`src/rtl/fifo_pkg.sv`:
```
// fifo_pkg: occupancy type and read-latency constant shared by the FIFO and its readers
package fifo_pkg;
    typedef logic [1:0] count_t;
    localparam int FIFO_RD_LATENCY = 1;
endpackage

```
`src/rtl/fifo_stream_reader_if.sv`:
```
// fifo_stream_reader_if: FIFO read port plus valid/ready stream seen by the drain engine
interface fifo_stream_reader_if #(parameter int DATA_WIDTH = 8);
    import fifo_pkg::*;
    logic [DATA_WIDTH-1:0] FIFO_R_DATA;
    logic FIFO_EMPTY;
    logic FIFO_REN;
    logic [DATA_WIDTH-1:0] M_DATA;
    logic M_VALID;
    logic M_READY;
    count_t COUNT;
    modport master(input FIFO_R_DATA, FIFO_EMPTY, M_READY, output FIFO_REN, M_DATA, M_VALID, COUNT);
    modport slave(output FIFO_R_DATA, FIFO_EMPTY, M_READY, input FIFO_REN, M_DATA, M_VALID, COUNT);
endinterface

```
`src/rtl/fifo_stream_buf.sv`:
```
// fifo_stream_buf: 2-entry register buffer with head/tail pointers and occupancy count
module fifo_stream_buf import fifo_pkg::*; #(
    parameter int DATA_WIDTH = 8
) (
    input  logic                  clk,
    input  logic                  rst_n,
    input  logic                  wr,
    input  logic [DATA_WIDTH-1:0] wr_data,
    input  logic                  pop,
    output logic [DATA_WIDTH-1:0] rd_data,
    output count_t                count
);
    logic [DATA_WIDTH-1:0] mem [2];
    logic head, tail;
    always_ff @(posedge clk or negedge rst_n) begin
        if (!rst_n) begin
            mem[0] <= '0;
            mem[1] <= '0;
            head   <= 1'b0;
            tail   <= 1'b0;
            count  <= '0;
        end else begin
            if (wr) begin
                mem[tail] <= wr_data;
                tail      <= !tail;
            end
            if (pop) head <= !head;
            count <= count + count_t'(wr) - count_t'(pop);
        end
    end
    assign rd_data = mem[head];
endmodule

```
`src/rtl/fifo_stream_reader.sv`:
```
// fifo_stream_reader: drains a FIFO read port into a bubble-free valid/ready stream,
// hiding the FIFO's one-cycle registered read latency.
module fifo_stream_reader import fifo_pkg::*; #(
    parameter int DATA_WIDTH = 8
) (
    input logic                  CLK,
    input logic                  RST_N,
    fifo_stream_reader_if.master bus
);
    logic       inflight;
    logic       pop;
    logic [2:0] occ;
    assign pop          = bus.M_VALID && bus.M_READY;
    // occupancy after this cycle, counting the word already on its way from the FIFO
    assign occ          = 3'(bus.COUNT) + 3'(inflight) - 3'(pop);
    assign bus.FIFO_REN = RST_N && !bus.FIFO_EMPTY && occ < 3'd2;
    assign bus.M_VALID  = bus.COUNT != '0;
    always_ff @(posedge CLK or negedge RST_N) begin
        if (!RST_N) inflight <= 1'b0;
        else        inflight <= bus.FIFO_REN;
    end
    fifo_stream_buf #(.DATA_WIDTH(DATA_WIDTH)) u_buf (
        .clk     (CLK),
        .rst_n   (RST_N),
        .wr      (inflight),
        .wr_data (bus.FIFO_R_DATA),
        .pop     (pop),
        .rd_data (bus.M_DATA),
        .count   (bus.COUNT)
    );
endmodule

```
`src/flat_wrapper.sv`:
```
// flat-port wrapper written by rule: the top's interface ports become plain ports
module fifo_stream_reader_flat import fifo_pkg::*;
#(
    parameter int DATA_WIDTH = 8
)
  (CLK, RST_N, bus_FIFO_R_DATA, bus_FIFO_EMPTY, bus_M_READY, bus_FIFO_REN, bus_M_DATA, bus_M_VALID, bus_COUNT);
  fifo_stream_reader_if #(.DATA_WIDTH(DATA_WIDTH)) bus_i ();
  input logic CLK;
  input logic RST_N;
  input wire logic [$bits(bus_i.FIFO_R_DATA)-1:0] bus_FIFO_R_DATA;
  input wire logic [$bits(bus_i.FIFO_EMPTY)-1:0] bus_FIFO_EMPTY;
  input wire logic [$bits(bus_i.M_READY)-1:0] bus_M_READY;
  output wire logic [$bits(bus_i.FIFO_REN)-1:0] bus_FIFO_REN;
  output wire logic [$bits(bus_i.M_DATA)-1:0] bus_M_DATA;
  output wire logic [$bits(bus_i.M_VALID)-1:0] bus_M_VALID;
  output wire logic [$bits(bus_i.COUNT)-1:0] bus_COUNT;
  assign bus_i.FIFO_R_DATA = bus_FIFO_R_DATA;
  assign bus_i.FIFO_EMPTY = bus_FIFO_EMPTY;
  assign bus_i.M_READY = bus_M_READY;
  assign bus_FIFO_REN = bus_i.FIFO_REN;
  assign bus_M_DATA = bus_i.M_DATA;
  assign bus_M_VALID = bus_i.M_VALID;
  assign bus_COUNT = bus_i.COUNT;
  fifo_stream_reader #(.DATA_WIDTH(DATA_WIDTH)) u_core (.CLK(CLK), .RST_N(RST_N), .bus(bus_i));
endmodule
```
`config.mk`:
```
export PLATFORM = sky130hd
export DESIGN_NAME = fifo_stream_reader_flat
export DESIGN_NICKNAME = d
export VERILOG_FILES = /design/src/rtl/fifo_pkg.sv /design/src/rtl/fifo_stream_reader_if.sv /design/src/rtl/fifo_stream_buf.sv /design/src/rtl/fifo_stream_reader.sv /design/src/flat_wrapper.sv
export SDC_FILE = /design/constraint.sdc
export NUM_CORES = 1
export LEC_CHECK = 0
export BUFFER_PORTS_ARGS = -buffer_cell sky130_fd_sc_hd__buf_2
export CAP_MARGIN = 20
export CORE_MARGIN = 10
export CORE_UTILIZATION = 54
export DETAILED_ROUTE_END_ITERATION = 12
export PLACE_DENSITY = 0.81
export SLEW_MARGIN = 30
export SYNTH_ARGS = -nofsm -noshare
export SYNTH_HDL_FRONTEND = slang
export SYNTH_SLANG_ARGS = --single-unit
export TNS_END_PERCENT = 100
```
`constraint.sdc`:
```
create_clock -name CLK -period 5.2 [get_ports CLK]
set_input_delay 0.26 -clock CLK [delete_from_list [all_inputs] [get_ports CLK]]
set_output_delay 0.26 -clock CLK [all_outputs]
set_load 0.02 [all_outputs]
```
==> implementation parameters, run 1 <==
Parameter                              Value

Power
  Relative contribution of combinational cells to total power ... 0.481
  Peak ir drop on the vdd network ... 0.000369 V
  Static Leak ... 0.527 nW
  Internal power ... 0.457 mW
  Switching power total ... 0.285 mW
  Clock Power Share ... 0.107
  Fraction of power spent switching nets ... 0.384
  Sequential group share of total power ... 0.412
  Power density relative to cell area ... 676 nW/um^2

Synth
  Seq/Total Area, Yosys ... 0.559
  Synth cell types ... 14
  Cell taking the most area after synthesis ... sky130_fd_sc_hd__dfrtp_1
  Cell with the most instances after synthesis ... sky130_fd_sc_hd__mux2_2
  Synth Flop Type ... sky130_fd_sc_hd__dfrtp_1
  Total nets after synthesis ... 77
  Share of synthesized registers carrying an async set or reset ... 1.00
  Top cells by area, synth ... sky130_fd_sc_hd__dfrtp_1 56%, sky130_fd_sc_hd__mux2_2 29%, sky130_fd_sc_hd__ha_1 2.7%
  Synthesis warning total ... 0
  Number of synthesized flops with an enable pin ... 0
  Area of the mapped netlist ... 941 um^2
  Gate count of the mapped netlist ... 62
  Mean instance size in the synthesized netlist ... 15.2 um^2
  Share of the synthesized area in the top cell type ... 0.559
  Number of register bits inferred by synthesis ... 21
  Synth cell count leaders ... 24 x sky130_fd_sc_hd__mux2_2, 21 x sky130_fd_sc_hd__dfrtp_1, 4 x sky130_fd_sc_hd__inv_1, 2 x sky130_fd_sc_hd__ha_1, 2 x sky130_fd_sc_hd__xor2_1

Clock network
  CTS tree ... done
  Number of H-tree branching levels ... 1
  Post-CTS setup buffers ... 0
  CTS resizes ... 0
  Later-pin clock latency in the skew report ... 0.30 ns
  Max clock buf depth ... 2
  Clock buffer count from CTS ... 3
  Clock-pin transition on the worst setup and hold timing paths ... 0.11 ns
  Clock tree sinks ... 21
  Cell chosen for the clock root ... sky130_fd_sc_hd__clkbuf_4

Floorplan
  Initial Util ... 0.557
  Floorplan die area ... 3810 um^2
  Die extent in x ... 61.7 um
  Num rows ... 15
  Area inside the core boundary ... 1690 um^2
  Number of placed I/O pins ... 24
  Die extent in y ... 61.7 um

STA
  RSZ-0062 raised after global routing ... false
  Peak clock frequency supported by timing ... 358 MHz
  Hold Fails Final Rpt ... 0
  Measured slew at the worst slew-check pin ... 0.463 ns
  Post-layout min period ... 2.79 ns
  Slew Limit Fails ... 0
  Total negative slack for setup checks ... 0 ns
  Max_slew headroom ... 0.691
  Finish-stage setup viols ... 0
  Final cycle utilization of the critical path ... 0.536
  Final setup skew ... 0.0106 ns

Final layout
  NumNets Final ... 104
  Fraction of the core area covered by cells at the end of the flow ... 0.650
  Fraction of final layout cells with drive strength greater than 1 ... 0.614
  Area delta synth->final ... 16.8%
  Inserted Diodes ... 0
  Cell area after layout ... 1100 um^2

Setup path
  Critical path capture point type ... output pin
  R2R setup slack ... 3.09 ns
  Most common cell type on the critical path ... sky130_fd_sc_hd__ha_1
  CP max stage delay ... 0.44 ns
  Required time of the critical path ... 4.94 ns
  Ordered cell list for the critical path ... o21a_1 > ha_1 > inv_1 > ha_1 > fa_1 > xnor2_1 > nor4b_1 > buf_2
  Worst Reg-to-Reg Cells ... 7
  Type of the worst setup path ... flip-flop to output pin
  Origin of the critical flop-to-flop path ... u_core.u_buf.count[1]$_DFF_PN0_
  Endpoint of the lowest-slack register-to-register path ... u_core.inflight$_DFF_PN0_
  Worst setup SP type ... flip-flop
  Crit path DAT ... 2.53 ns
  Gate family responsible for the most delay along the worst path ... adder cells
  Worst path bufs/invs ... 2
  Highest fanout seen on the critical path ... 5
  Critical path depth ... 8
  Slowest library cell on the worst path ... sky130_fd_sc_hd__dfrtp_1

Hold path
  Launch instance of the worst min-delay path ... bus_FIFO_EMPTY
  Hold endpoint ... u_core.inflight$_DFF_PN0_
  Worst min-delay path class ... input pin to flip-flop
  Number of cells on the worst hold path ... 2

Detailed routing
  Post-detailed-route DRC marker count ... 0
  Per-cell via count in the routed design ... 5.39
  Avg WL per Cell ... 15.7 um
  Overall routed net length ... 1640 um
  Number of violations reported at the end of detailed-routing iteration 0 ... 10
  Drt first pass iters ... 3
  Overall via count from detail_route ... 566
  Count of nets left with antenna violations after detail routing ... 0

GRT
  Initial antenna violation count ... 0
  Tot GR Track Use ... 0.0957
  Overflow after GRT ... 0
  Largest net degree at the start of global routing ... 23
  Vias in the first global route ... 677
  Wire length of the first global-routing pass ... 2790 um

Placement
  Last weighted congestion value of the routability-driven placer ... 0.781
  PortBufs ... 23
  Placed inst area ... 1060 um^2
  Half-perimeter wire length after placement ... 1260 um

Run status
  Result of the run ... finished, final reports clean

Job
  Max-cap violations ... 0
[layout by cell type, fill, tap and decap left out]
master / n
sky130_fd_sc_hd__mux2_2: 24
sky130_fd_sc_hd__buf_2: 23
sky130_fd_sc_hd__dfrtp_1: 21
sky130_fd_sc_hd__inv_1: 4
sky130_fd_sc_hd__clkbuf_4: 3
sky130_fd_sc_hd__xor2_1: 2
sky130_fd_sc_hd__ha_1: 2
sky130_fd_sc_hd__or2_2: 1
sky130_fd_sc_hd__xnor2_1: 1
sky130_fd_sc_hd__nor4b_1: 1
sky130_fd_sc_hd__nand2_2: 1
sky130_fd_sc_hd__o21a_1: 1
sky130_fd_sc_hd__nor2b_4: 1
sky130_fd_sc_hd__fa_1: 1
sky130_fd_sc_hd__clkinv_2: 1
sky130_fd_sc_hd__dlygate4sd3_1: 1
[how the worst max path moves through the flow]
stage                                     from           end
2_1_floorplan  u_core.u_buf.count[1]$_DFF_PN0_  bus_FIFO_REN
3_3_place_gp   u_core.u_buf.count[1]$_DFF_PN0_  bus_FIFO_REN
3_5_place_dp   u_core.u_buf.count[1]$_DFF_PN0_  bus_FIFO_REN
4_1_cts        u_core.u_buf.count[1]$_DFF_PN0_  bus_FIFO_REN
5_1_grt        u_core.u_buf.count[1]$_DFF_PN0_  bus_FIFO_REN
6_report       u_core.u_buf.count[1]$_DFF_PN0_  bus_FIFO_REN
[power groups by stage]
| stage | Combinational (mW) | Sequential (mW) | Clock, mW |
|---|---|---|---|
| after detailed placement | 0.364 | 0.311 | 0 |
| after CTS | 0.366 | 0.307 | 0.0827 |
| after global placement | 0.352 | 0.307 | 0 |
| after floorplan | 0.279 | 0.295 | 0 |
| final | 0.357 | 0.306 | 0.0791 |
| after global routing | 0.392 | 0.320 | 0.0900 |
[stage by stage]
step | power, mW | hold slack [ns] | setup slack [ns] | cells
2_1_floorplan | 0.574 | -0.0356 | 2.46 | 62
3_3_place_gp | 0.658 | 0.236 | 2.80 | 100
3_5_place_dp | 0.676 | 0.245 | 2.74 | 100
4_1_cts | 0.756 | 0.0991 | 2.39 | 105
5_1_grt | 0.801 | 0.0944 | 2.32 | 105
6_report | 0.742 | 0.111 | 2.41 | 105
[final cells by class]
type                    count  area [um^2]
multi-input cells          35          384
clock buffers               3         22.5
well taps                  17         21.3
clock inverters             1         5.00
repair buffers             24          125
fillers                   136          591
inverters                   4         15.0
flip-flops and latches     21          526
[layer usage]
layer  GRT usage  wire length (um)  vias to the layer above
met5           0                 0                        -
met4      0.0382                13                        0
met3      0.0285               105                        2
met2       0.176               896                        9
met1      0.0988               629                      289
li1            -                 -                      266
[state kept, by name, indices dropped and copies added, names as in the netlist]
| name | flops |
|---|---|
| u_core.inflight | 1 |
| u_core.u_buf.count | 2 |
| u_core.u_buf.head | 1 |
| u_core.u_buf.mem | 16 |
| u_core.u_buf.tail | 1 |
[kinds of logic (layout without fill, tap and decap cells)]
family	after synthesis	in the layout	share of synthesized area
AO/OA/AOI/OAI	1	1	0.00798
XOR/XNOR	3	3	0.0279
adder cells (fa/ha/maj)	3	3	0.0479
buffers and inverters	6	32	0.0332
flip-flops	21	21	0.559
multiplexers	24	24	0.287
AND/OR/NAND/NOR	4	4	0.0372
[timing repair]
action                                 CTS  global route
endpoints found under the hold margin   21             0
hold buffers                             1             0
setup endpoints to repair                0             0
(Power assumes the default switching activity.)
==> inputs of run 2 (changes only) <==
Settings changed: CORE_UTILIZATION 54 to 50, PLACE_DENSITY 0.81 to 0.76.
Clock period 5.2 ns to 2.85 ns, I/O delays scaled along.
==> implementation parameters, run 2 (same netlist as run 1, synthesis figures left out) <==
Parameter                              Value

Run status
  Result of the run ... finished, final reports clean

Floorplan
  Floorplan die area ... 4020 um^2 (+5.4%)
  Num rows ... 15 (unchanged)
  Area inside the core boundary ... 1760 um^2 (+4.4%)
  Initial Util ... 0.533 (-0.0237)
  Die extent in x ... 63.4 um (+2.7%)
  Die extent in y ... 63.4 um (+2.7%)
  Number of placed I/O pins ... 24 (unchanged)

Detailed routing
  Count of nets left with antenna violations after detail routing ... 0 (unchanged)
  Avg WL per Cell ... 14.6 um (-6.9%)
  Post-detailed-route DRC marker count ... 0 (unchanged)
  Overall via count from detail_route ... 554 (-2.1%)
  Overall routed net length ... 1660 um (+1.1%)
  Number of violations reported at the end of detailed-routing iteration 0 ... 9 (-1)
  Drt first pass iters ... 2 (-1)
  Per-cell via count in the routed design ... 4.86 (-9.8%)

Final layout
  Register name with the most flops ... u_core.u_buf.mem
  Commonest cells after routing, fill and taps aside ... 24 x sky130_fd_sc_hd__mux2_2, 23 x sky130_fd_sc_hd__buf_2, 21 x sky130_fd_sc_hd__dfrtp_1
  Multi-input gate area in the final layout ... 390 um^2 (+1.6%)
  Filler instances ... 164 (+21%)
  Area of all sequential standard cells ... 526 um^2 (unchanged)
  NumNets Final ... 105 (+0.96%)
  Number of flip-flops under the largest register name ... 16 (unchanged)
  Fraction of final layout cells with drive strength greater than 1 ... 0.618 (+0.00434)
  Commonest non-fill, non-tap cell in the layout ... sky130_fd_sc_hd__mux2_2
  Registers with the highest flip-flop counts ... u_core.u_buf.mem (16), u_core.u_buf.count (2)
  Cell area after layout ... 1120 um^2 (+2.4%)
  Area delta synth->final ... 19.5%
  Inserted Diodes ... 0 (unchanged)

Clock network
  Clock-pin transition on the worst setup and hold timing paths ... 0.12 ns (about the same)
  Clock tree sinks ... 21 (unchanged)
  Later-pin clock latency in the skew report ... 0.29 ns (about the same)
  CTS tree ... done
  Cell chosen for the clock root ... sky130_fd_sc_hd__clkbuf_4
  Clock buffer count from CTS ... 3 (unchanged)
  Number of H-tree branching levels ... 1 (unchanged)
  Max clock buf depth ... 2 (unchanged)

Setup path
  Highest fanout seen on the critical path ... 5 (unchanged)
  Launch point of the worst path ... u_core.u_buf.count[1]$_DFF_PN0_
  Worst setup SP type ... flip-flop
  Type of the worst setup path ... flip-flop to output pin
  Crit path DAT ... 2.43 ns (-0.10 ns)
  Origin of the critical flop-to-flop path ... u_core.u_buf.count[1]$_DFF_PN0_
  Required time of the critical path ... 2.71 ns (-2.23 ns)
  Critical path capture point type ... output pin

Power
  Static Leak ... 0.533 nW (+1.1%)
  Relative contribution of combinational cells to total power ... 0.488 (+0.007)
  Peak ir drop on the vdd network ... 0.000664 V (+80%)
  Clock Power Share ... 0.101 (-0.006)
  Sequential group share of total power ... 0.410 (-0.002)
  Switching power total ... 0.523 mW (+84%)
  Fraction of power spent switching nets ... 0.384 (about the same)
  Overall power of the completed layout ... 1.36 mW (+84%)
  Power density relative to cell area ... 1210 nW/um^2 (+79%)
  Internal power ... 0.839 mW (+84%)

STA
  Hold Fails Final Rpt ... 0 (unchanged)
  Peak clock frequency supported by timing ... 389 MHz
  Slew Limit Fails ... 0 (unchanged)
  Minimum setup slack in the final design ... 0.277 ns (-2.13 ns)
  Finish-stage setup viols ... 0 (unchanged)
  Measured slew at the worst slew-check pin ... 0.467 ns (+0.00374 ns)
  Final cycle utilization of the critical path ... 0.903
  Total negative slack for setup checks ... 0 ns (unchanged)
  Final setup skew ... 0.00606 ns (-0.00455 ns)
  Post-layout min period ... 2.57 ns
  Max_slew headroom ... 0.689 (-0.00249)
  RSZ-0062 raised after global routing ... false

Placement
  Last weighted congestion value of the routability-driven placer ... 0.722 (-7.6%)
  Half-perimeter wire length after placement ... 1280 um (+1.5%)
  Post-place setup slack ... 0.514 ns (-2.22 ns)
  Placed inst area ... 1070 um^2 (+0.94%)
  PortBufs ... 23 (unchanged)

GRT
  Initial antenna violation count ... 0 (unchanged)
  Largest net degree at the start of global routing ... 23 (unchanged)
  Wire length of the first global-routing pass ... 3000 um (+7.4%)
  Tot GR Track Use ... 0.0906 (-0.00508)
  Vias in the first global route ... 679 (+0.30%)
  Overflow after GRT ... 0 (unchanged)

Job
  Max-cap violations ... 0 (unchanged)

Hold path
  Worst min-delay path class ... input pin to flip-flop
  Launch instance of the worst min-delay path ... bus_FIFO_R_DATA[3]
## run 2: cell types whose count changed in the layout (fill, tap and decap cells not counted), sizes merged
cell	previous run	this run
dlygate4sd3	1	2
## run 2: area by class of cell
type | count | area share
clock buffer | 3 | 0.0200
clock inverter | 1 | 0.00445
multi-input combinational | 35 | 0.347
sequential | 21 | 0.467
timing repair buffer | 25 | 0.120
tap | 25 | 0.0278
inverter | 4 | 0.0133
## run 2: critical path: stages, from the launching register on
cell                      delay, ns
sky130_fd_sc_hd__dfrtp_1       0.44
sky130_fd_sc_hd__o21a_1        0.23
sky130_fd_sc_hd__ha_1          0.28
sky130_fd_sc_hd__inv_1         0.04
sky130_fd_sc_hd__ha_1          0.18
sky130_fd_sc_hd__fa_1          0.38
sky130_fd_sc_hd__xnor2_1       0.15
sky130_fd_sc_hd__nor4b_2       0.24
sky130_fd_sc_hd__buf_2         0.21
## run 2: what timing repair did
item | CTS | global route
setup endpoints to repair | 0 | 1
endpoints found under the hold margin | 22 | 0
resized for setup | 0 | 1
hold buffers | 2 | 0
setup buffers | 0 | 0
## run 2: power groups by stage
stage | sequential [mW] | combinational, mW | clock (mW)
2_1_floorplan | 0.539 | 0.509 | 0
3_3_place_gp | 0.559 | 0.644 | 0
3_5_place_dp | 0.569 | 0.666 | 0
4_1_cts | 0.561 | 0.671 | 0.146
5_1_grt | 0.583 | 0.740 | 0.164
6_report | 0.559 | 0.665 | 0.138
## run 2: final timing paths
| check | to | slack, ns | cells after the start |
|---|---|---|---|
| worst max-delay path | bus_FIFO_REN | 0.28 | 8 |
| worst min-delay path | u_core.u_buf.mem[3]$_DFFE_PN0P_ | 0.08 | 2 |
| worst max register to register | u_core.inflight$_DFF_PN0_ | 0.83 | 7 |
| worst min register to register | u_core.u_buf.mem[10]$_DFFE_PN0P_ | 0.52 | 1 |
| max in group asynchronous | u_core.u_buf.mem[5]$_DFFE_PN0P_ | 2.21 | 2 |
| min in group asynchronous | u_core.u_buf.mem[3]$_DFFE_PN0P_ | 0.32 | 2 |
## run 2: metrics by stage
step	std cells	hold slack (ns)	util
after global routing	114	0.0521	0.638
after detailed placement	108	0.125	0.607
after CTS	114	0.0736	0.634
final	114	0.0809	0.638
after floorplan	62	-0.153	-
after global placement	108	0.125	0.607
## run 2: routing by layer
metal  track usage  vias up  wire (um)
li1              -      269          -
met1        0.0978      271        706
met2         0.153       12        819
met3        0.0389        2        125
met4        0.0328        0         12
met5             0        -          0
